--- src/rtl/wr_request_burst.sv ---
`default_nettype none
// ============================================================================
// Module   : wr_request_burst
// Brief    : Avalon-MM burst write master draining per-frame CKN/AD, text and
//            tag FIFOs, with hash redirection and CKN/AD rollback on tag fail.
// Revision : 1.0
// ============================================================================
module wr_request_burst #(
    parameter int DATA_W    = 32,
    parameter int ADDR_W    = 32,
    parameter int MAX_BURST = 8,
    parameter int BC_W      = $clog2(MAX_BURST) + 1,
    parameter int LVL_W     = 9,
    parameter int TAG_WORDS = 4,
    parameter int CNT_W     = 16
) (
    input  logic              iClk,
    input  logic              iRstn,
    output logic [ADDR_W-1:0] oAddress_Master_Write,
    output logic [DATA_W-1:0] oData_Master_Write,
    output logic              oWrite_Master_Write,
    output logic [BC_W-1:0]   oBurstcount_Master_Write,
    input  logic              iWait_Master_Write,
    input  logic              start_i,
    input  logic [ADDR_W-1:0] d_addr_i,
    input  logic [ADDR_W-1:0] out_gap_i,
    input  logic [CNT_W-1:0]  frames_i,
    input  logic              info_avail_i,
    output logic              info_req_o,
    input  logic [17:0]       info_i,
    input  logic              res_avail_i,
    output logic              res_fetch_o,
    input  logic              res_data_i,
    input  logic [DATA_W-1:0] ckn_data_i,
    input  logic [DATA_W-1:0] text_data_i,
    input  logic [DATA_W-1:0] tag_data_i,
    input  logic [LVL_W-1:0]  ckn_level_i,
    input  logic [LVL_W-1:0]  text_level_i,
    input  logic [LVL_W-1:0]  tag_level_i,
    output logic              ckn_fetch_o,
    output logic              text_fetch_o,
    output logic              tag_fetch_o,
    output logic [CNT_W-1:0]  tag_fail_nums_o,
    output logic [ADDR_W-1:0] end_addr_write_o,
    output logic              done_o,
    output logic              busy_o
);

    localparam int REM_W = 16;

    localparam logic [2:0] c_IDLE      = 3'd0;
    localparam logic [2:0] c_INFO      = 3'd1;
    localparam logic [2:0] c_SEG_WAIT  = 3'd2;
    localparam logic [2:0] c_BURST     = 3'd3;
    localparam logic [2:0] c_RES       = 3'd4;
    localparam logic [2:0] c_FRAME_END = 3'd5;

    localparam logic [1:0] c_SEG_CKN  = 2'd0;
    localparam logic [1:0] c_SEG_TEXT = 2'd1;
    localparam logic [1:0] c_SEG_TAG  = 2'd2;

    localparam logic [REM_W-1:0]  c_MAX_REM = REM_W'(MAX_BURST);
    localparam logic [BC_W-1:0]   c_MAX_BC  = BC_W'(MAX_BURST);
    localparam logic [REM_W-1:0]  c_TAG_REM = REM_W'(TAG_WORDS);
    localparam logic [ADDR_W-1:0] c_BYTES   = ADDR_W'(DATA_W / 8);

    logic [2:0]        r_state;
    logic [1:0]        r_seg;
    logic [REM_W-1:0]  r_rem;
    logic [BC_W-1:0]   r_beats;
    logic [BC_W-1:0]   r_blen;
    logic [ADDR_W-1:0] r_burst_addr;
    logic              r_use_hash;
    logic              r_dec;
    logic              r_hash;
    logic [7:0]        r_ckn_words;
    logic [7:0]        r_text_words;
    logic [ADDR_W-1:0] r_aead_ptr;
    logic [ADDR_W-1:0] r_hash_ptr;
    logic [CNT_W-1:0]  r_frame_cnt;
    logic [CNT_W-1:0]  r_tag_fail;
    logic [ADDR_W-1:0] r_end_addr;
    logic              r_done;

    logic              w_in_burst;
    logic              w_accept;
    logic [DATA_W-1:0] w_head;
    logic [LVL_W-1:0]  w_level;
    logic [BC_W-1:0]   w_blen;
    logic              w_level_ok;
    logic              w_use_hash;
    logic [ADDR_W-1:0] w_adv;
    logic [CNT_W-1:0]  w_frames_m1;
    logic              w_last_frame;
    logic [2:0]        w_ns_state;
    logic [1:0]        w_ns_seg;
    logic [REM_W-1:0]  w_ns_rem;

    assign w_in_burst   = (r_state == c_BURST);
    assign w_accept     = w_in_burst & ~iWait_Master_Write;
    assign w_blen       = (r_rem < c_MAX_REM) ? r_rem[BC_W-1:0] : c_MAX_BC;
    assign w_level_ok   = (32'(w_level) >= 32'(w_blen));
    assign w_use_hash   = (r_seg == c_SEG_TEXT) & r_hash;
    assign w_adv        = ADDR_W'(r_blen) * c_BYTES;
    assign w_frames_m1  = (frames_i == '0) ? '0 : frames_i - CNT_W'(1);
    assign w_last_frame = (r_frame_cnt == w_frames_m1);

    always_comb begin
        w_head  = '0;
        w_level = '0;
        case (r_seg)
            c_SEG_CKN:  begin w_head = ckn_data_i;  w_level = ckn_level_i;  end
            c_SEG_TEXT: begin w_head = text_data_i; w_level = text_level_i; end
            c_SEG_TAG:  begin w_head = tag_data_i;  w_level = tag_level_i;  end
            default:    begin w_head = '0;          w_level = '0;           end
        endcase
    end

    // Where a finished (or empty) segment hands over to
    always_comb begin
        w_ns_state = c_FRAME_END;
        w_ns_seg   = r_seg;
        w_ns_rem   = '0;
        case (r_seg)
            c_SEG_CKN:  w_ns_state = c_RES;
            c_SEG_TEXT: begin
                if (!(r_dec | r_hash)) begin
                    w_ns_state = c_SEG_WAIT;
                    w_ns_seg   = c_SEG_TAG;
                    w_ns_rem   = c_TAG_REM;
                end
            end
            default:    w_ns_state = c_FRAME_END;
        endcase
    end

    always_ff @(posedge iClk or negedge iRstn) begin
        if (!iRstn) begin
            r_state      <= c_IDLE;
            r_seg        <= c_SEG_CKN;
            r_rem        <= '0;
            r_beats      <= '0;
            r_blen       <= '0;
            r_burst_addr <= '0;
            r_use_hash   <= 1'b0;
            r_dec        <= 1'b0;
            r_hash       <= 1'b0;
            r_ckn_words  <= '0;
            r_text_words <= '0;
            r_aead_ptr   <= '0;
            r_hash_ptr   <= '0;
            r_frame_cnt  <= '0;
            r_tag_fail   <= '0;
            r_end_addr   <= '0;
            r_done       <= 1'b0;
        end else begin
            r_done <= 1'b0;
            case (r_state)
                c_IDLE: begin
                    if (start_i) begin
                        r_aead_ptr  <= d_addr_i;
                        r_hash_ptr  <= d_addr_i + out_gap_i;
                        r_frame_cnt <= '0;
                        r_tag_fail  <= '0;
                        r_state     <= c_INFO;
                    end
                end
                c_INFO: begin
                    if (info_avail_i) begin
                        r_dec        <= info_i[17];
                        r_hash       <= info_i[16];
                        r_ckn_words  <= info_i[15:8];
                        r_text_words <= info_i[7:0];
                        r_seg        <= c_SEG_CKN;
                        r_rem        <= REM_W'(info_i[15:8]);
                        r_state      <= c_SEG_WAIT;
                    end
                end
                c_SEG_WAIT: begin
                    if (r_rem == '0) begin
                        r_state <= w_ns_state;
                        r_seg   <= w_ns_seg;
                        r_rem   <= w_ns_rem;
                    end else if (w_level_ok) begin
                        r_blen       <= w_blen;
                        r_beats      <= w_blen;
                        r_use_hash   <= w_use_hash;
                        r_burst_addr <= w_use_hash ? r_hash_ptr : r_aead_ptr;
                        r_state      <= c_BURST;
                    end
                end
                c_BURST: begin
                    if (w_accept) begin
                        r_rem   <= r_rem - REM_W'(1);
                        r_beats <= r_beats - BC_W'(1);
                        if (r_beats == BC_W'(1)) begin
                            if (r_use_hash) r_hash_ptr <= r_hash_ptr + w_adv;
                            else            r_aead_ptr <= r_aead_ptr + w_adv;
                            if (r_rem != REM_W'(1)) begin
                                r_state <= c_SEG_WAIT;
                            end else begin
                                r_state <= w_ns_state;
                                r_seg   <= w_ns_seg;
                                r_rem   <= w_ns_rem;
                            end
                        end
                    end
                end
                c_RES: begin
                    if (res_avail_i) begin
                        if (res_data_i) begin
                            r_seg   <= c_SEG_TEXT;
                            r_rem   <= REM_W'(r_text_words);
                            r_state <= c_SEG_WAIT;
                        end else begin
                            // Rewind so the next frame overwrites the rejected CKN/AD
                            r_aead_ptr <= r_aead_ptr - ADDR_W'(r_ckn_words) * c_BYTES;
                            r_tag_fail <= r_tag_fail + CNT_W'(1);
                            r_state    <= c_FRAME_END;
                        end
                    end
                end
                c_FRAME_END: begin
                    if (w_last_frame) begin
                        r_done     <= 1'b1;
                        r_end_addr <= r_aead_ptr;
                        r_state    <= c_IDLE;
                    end else begin
                        r_frame_cnt <= r_frame_cnt + CNT_W'(1);
                        r_state     <= c_INFO;
                    end
                end
                default: r_state <= c_IDLE;
            endcase
        end
    end

    assign oWrite_Master_Write      = w_in_burst;
    assign oAddress_Master_Write    = w_in_burst ? r_burst_addr : '0;
    assign oBurstcount_Master_Write = w_in_burst ? r_blen : '0;
    assign oData_Master_Write       = w_in_burst ? w_head : '0;

    assign ckn_fetch_o  = w_accept & (r_seg == c_SEG_CKN);
    assign text_fetch_o = w_accept & (r_seg == c_SEG_TEXT);
    assign tag_fetch_o  = w_accept & (r_seg == c_SEG_TAG);

    assign info_req_o  = (r_state == c_INFO) & info_avail_i;
    assign res_fetch_o = (r_state == c_RES) & res_avail_i;

    assign tag_fail_nums_o  = r_tag_fail;
    assign end_addr_write_o = r_end_addr;
    assign done_o           = r_done;
    assign busy_o           = (r_state != c_IDLE);

endmodule
`default_nettype wire

--- config.mk ---
export PLATFORM = sky130hd
export DESIGN_NAME = wr_request_burst
export DESIGN_NICKNAME = d
export VERILOG_FILES = /design/src/rtl/wr_request_burst.sv
export SDC_FILE = /design/constraint.sdc
export NUM_CORES = 1
export LEC_CHECK = 0
export BUFFER_PORTS_ARGS = -buffer_cell sky130_fd_sc_hd__buf_4
export CORE_ASPECT_RATIO = 1.75
export CORE_MARGIN = 8
export CORE_UTILIZATION = 40
export CTS_CLUSTER_DIAMETER = 50
export DETAILED_ROUTE_END_ITERATION = 8
export HOLD_SLACK_MARGIN = 0.12
export PLACE_DENSITY = 0.67
export SYNTH_ARGS = -nofsm -noshare
export SYNTH_HDL_FRONTEND = slang
export SYNTH_SLANG_ARGS = --single-unit
--- constraint.sdc ---
create_clock -name iClk -period 4.5 [get_ports iClk]
set_input_delay 1.35 -clock iClk [delete_from_list [all_inputs] [get_ports iClk]]
set_output_delay 1.35 -clock iClk [all_outputs]
set_load 0.02 [all_outputs]
==> run_results.csv <==
group,metric,value,unit
status,status,"finished, final reports clean",
floorplanning,fp.dieH,280,um
final_layout,seq_area,0.00523,mm^2
cts,insertion_delay,0.55,ns
min_path,hold_path_depth,2,
power,p_leak,9.74,nW
min_path,holdCritPathClass,"register to register",
synthesis,synth_xor_area_frac,0.0386,
final_layout,instances_no_fill,2762,
drt,vias_per_cell,5.78,
placed_design,placed_cell_area,0.0194,mm^2
timing,maxClockFrequency,237,MHz
synthesis,synthAdderAreaFrac,0.0644,
timing,worstMarginPinSlew,0.913,ns
synthesis,synth-compound-area-share,0.212,
timing,drv_slew,0,
synthesis,synth_area_per_cell,8.29,um^2
floorplanning,fp.dieArea,0.0466,mm^2
grt,via_count_of_the_first_global_routing_pass,16603,
cts,htree_levels,1,
final_layout,multi_input_comb_area,0.0101,mm^2
cts,cts_tree,"built",
cts,cts_hold_buf,0,
worst_setup_path,path_cells,"nor3_1 -> ha_1 -> nand2b_1 -> a21boi_0 -> ha_1 -> nand2_1 -> o21ai_0 -> a221o_1 -> o31ai_1 -> o211ai_1 -> a21o_1 -> and2_1 -> or3_1 -> a32oi_1",
worst_setup_path,crit-reg2reg-launch,"r_blen[2]",
synthesis,synth.yosys.seq_area_share,0.329,
final_layout,layout-drive-gt1-share,0.242,
drt,totalWireLength,58900,um
synthesis,synth-main-ff-cell,"sky130_fd_sc_hd__dfrtp_1",
synthesis,synth.net_count,2225,
drt,drt_pre_antenna_iters,5,
grt,grt_overflow,0,
timing,final.setup_skew,0.0328,ns
timing,finalSetupViolations,0,
job,maxCapViolCount,0,
drt,antenna_left,0,
floorplanning,starting_density_of_the_core,0.406,
worst_setup_path,worst_setup_path_start_kind,"register",
worst_setup_path,timing.reg2reg.setup_slack,0.28,ns
worst_setup_path,worst-r2r-cell-count,14,
synthesis,post_synthesis_simple_gate_area_fraction,0.216,
placed_design,routabilityCongestion,0.899,
worst_setup_path,critical-path-max-stage-delay,0.47,ns
placed_design,placed_cells_incl_taps,2722,
floorplanning,top_level_ports,352,
min_path,worstHoldEndpoint,"r_burst_addr[3]",
final_layout,core_utilization_of_the_finished_layout,0.514,
floorplanning,core-area,0.0392,mm^2
drt,drt_iter0_drc,1038,
final_layout,final_area,0.0201,mm^2
worst_setup_path,critical_path.n_buffers_inverters,0,
final_layout,num-fill-cells,3794,
cts,cts-buffers-inserted,23,
synthesis,syn_area,0.0159,mm^2
timing,hold_viol_final,0,
synthesis,synth_top_family_by_area,"simple AND/OR/NAND/NOR gates",
power,vdd.ir_drop.worst,0.000335,V
cts,clk_transition_reported_paths,0.06,ns
min_path,hold_path_startpoint,"r_burst_addr[3]",
grt,grt_first_pass_wirelength,91400,um
placed_design,post-dp-hpwl,46900,um
floorplanning,placement_rows,96,
final_layout,diode_count,0,
power,fin_total_pwr,11.2,mW
cts,number_of_sinks_on_the_clock_net,209,
synthesis,ys_types,80,
drt,vias,15968,
floorplanning,die_w,167,um
synthesis,yosys_register_bits,209,
synthesis,postSynth.asyncResetShare,1.00,
worst_setup_path,required_time_reported_for_the_critical_path_endpoint,4.95,ns
grt,grt_antenna_before_repair,0,
synthesis,post_synth_edffs,0,
cts,clock-root-buffer,"sky130_fd_sc_hd__clkbuf_16",
final_layout,final_cell_mix,"sky130_fd_sc_hd__buf_4 (427), sky130_fd_sc_hd__dfrtp_1 (208), sky130_fd_sc_hd__nor2_1 (205), sky130_fd_sc_hd__nand2_1 (192), sky130_fd_sc_hd__a21oi_1 (178)",
drt,wire_per_inst,21.3,um
drt,post-route-drc-count,0,
timing,max-slew-margin-rel,0.391,
placed_design,numPortBuffers,351,
worst_setup_path,regToRegEndpoint,"r_aead_ptr[29]",
timing,part_of_the_cycle_the_worst_path_needs,0.938,
timing,hold-worst-slack,0.474,ns
placed_design,post-place-ws,-0.174,ns
worst_setup_path,cpMostUsedCell,"sky130_fd_sc_hd__ha_1",
grt,global_route.usage.total,0.243,
worst_setup_path,cp-end-kind,"register",
worst_setup_path,critical-path-top-delay-family,"compound AO/OA/AOI/OAI gates",
timing,rsz_0062_raised_after_global_routing,"false",
grt,grt_max_degree,79,
synthesis,post_synth_inst_count,1917,
worst_setup_path,path_class,"register to register",
worst_setup_path,cpMaxStageDelayCell,"sky130_fd_sc_hd__dfrtp_1",
cts,cts_post_setup_buffers_inserted,0,
timing,finalSetupTns,0,ns
power,pwr_cell_area,557,mW/mm^2
synthesis,yosys_warnings,0,
cts,cts_max_path_buffers,3,
synthesis,synth.mux.area_fraction,0.101,
final_layout,layout.cells.most_common,"sky130_fd_sc_hd__buf_4",
worst_setup_path,critPathArrivalTime,4.67,ns
final_layout,nNetsFinal,2565,
timing,setup_ws,0.279,ns
final_layout,layout_area_overhead,26.6,%
worst_setup_path,worst-path-max-fanout,6,
timing,layout_min_cycle_time,4.22,ns
kinds of logic (layout without fill, tap and decap cells):
group / count (synthesis) / in the layout
simple gates: 707 / 707
xor+xnor: 70 / 70
flops: 209 / 209
mux: 143 / 143
compound gates: 554 / 554
buf+inv: 154 / 509
fa+ha+maj: 80 / 80
layer usage:
metal	track usage	wire length (um)	vias to the layer above
li1	-	-	7645
met1	0.268	22500	7686
met2	0.453	31000	500
met3	0.0330	2680	137
met4	0.115	2620	0
met5	0	0	-
registers in the layout, indices dropped and copies added, names as in the netlist:
register and count:
r_state 3, r_use_hash 1, r_beats 4, r_hash_ptr 32, tag_fail_nums_o 16, r_seg 2, r_ckn_words 8, r_burst_addr 32
done_o 1, r_blen 4, r_text_words 8, end_addr_write_o 32, r_frame_cnt 16, r_rem 16, r_aead_ptr 32, r_hash 1
r_dec 1
final cells by class:
type,instances,share of cell area
Clock buffer,30,0.0309
Timing Repair Buffer,432,0.164
Sequential cell,209,0.260
Tap cell,490,0.0305
Inverter,37,0.00690
Multi-Input combinational cell,1554,0.502
Clock inverter,10,0.00541
report_power, final:
group	internal (mW)	switching, mW
Clock	1.05	0.839
Combinational	2.41	3.77
Sequential	2.49	0.656
worst max-delay path by stage:
| stage | start | to | slack, ns | cells after the start |
|---|---|---|---|---|
| 2_1_floorplan | frames_i[0] | end_addr_write_o[0] | 0.23 | 12 |
| 3_3_place_gp | frames_i[0] | r_frame_cnt[7] | -0.17 | 13 |
| 3_5_place_dp | frames_i[0] | r_frame_cnt[7] | -0.17 | 13 |
| 4_1_cts | r_blen[0] | r_aead_ptr[28] | 0.14 | 14 |
| 5_1_grt | r_blen[2] | r_aead_ptr[29] | 0.05 | 14 |
| 6_report | r_blen[2] | r_aead_ptr[29] | 0.28 | 14 |
cell usage after synthesis, types with 16 or more instances:
cell type                  instances  area (um^2)
sky130_fd_sc_hd__and3_1           57          357
sky130_fd_sc_hd__nor2_1          207          777
sky130_fd_sc_hd__o31ai_1          21          158
sky130_fd_sc_hd__nor3_1           37          185
sky130_fd_sc_hd__inv_1            36          135
sky130_fd_sc_hd__dfrtp_1         209         5230
sky130_fd_sc_hd__mux2_4           30          450
sky130_fd_sc_hd__a31oi_1          16          100
sky130_fd_sc_hd__o21ai_0         161          806
sky130_fd_sc_hd__nand2_1         193          724
sky130_fd_sc_hd__or3_1            20          125
sky130_fd_sc_hd__o21a_1           17          128
sky130_fd_sc_hd__nand4_1          30          188
sky130_fd_sc_hd__nand2b_1         30          188
sky130_fd_sc_hd__xor2_1           39          342
sky130_fd_sc_hd__a21oi_1         179          896
sky130_fd_sc_hd__mux2_2           24          270
sky130_fd_sc_hd__nor2b_1          19          119
sky130_fd_sc_hd__mux2i_1          89          891
sky130_fd_sc_hd__xnor2_1          31          272
sky130_fd_sc_hd__nand3_1          36          180
sky130_fd_sc_hd__a21o_1           37          278
sky130_fd_sc_hd__nor4_1           16          100
sky130_fd_sc_hd__ha_1             77          963
sky130_fd_sc_hd__clkbuf_1         95          357
worst reg2reg max path: stages, from the launching register on:
cell	delay, ns
sky130_fd_sc_hd__dfrtp_1	0.47
sky130_fd_sc_hd__nor3_1	0.29
sky130_fd_sc_hd__ha_1	0.18
sky130_fd_sc_hd__nand2b_1	0.14
sky130_fd_sc_hd__a21boi_0	0.44
sky130_fd_sc_hd__ha_1	0.40
sky130_fd_sc_hd__nand2_1	0.10
sky130_fd_sc_hd__o21ai_0	0.18
sky130_fd_sc_hd__a221o_1	0.42
sky130_fd_sc_hd__o31ai_1	0.34
sky130_fd_sc_hd__o211ai_1	0.21
sky130_fd_sc_hd__a21o_1	0.24
sky130_fd_sc_hd__and2_1	0.19
sky130_fd_sc_hd__or3_1	0.37
sky130_fd_sc_hd__a32oi_1	0.16
what timing repair did:
| item | in CTS | in global routing |
|---|---|---|
| gates resized for setup | 0 | 3 |
| endpoints found under the setup margin | 0 | 5 |
| endpoints found under the hold margin | 0 | 0 |
Note: power is estimated with default switching activity, not from simulation.
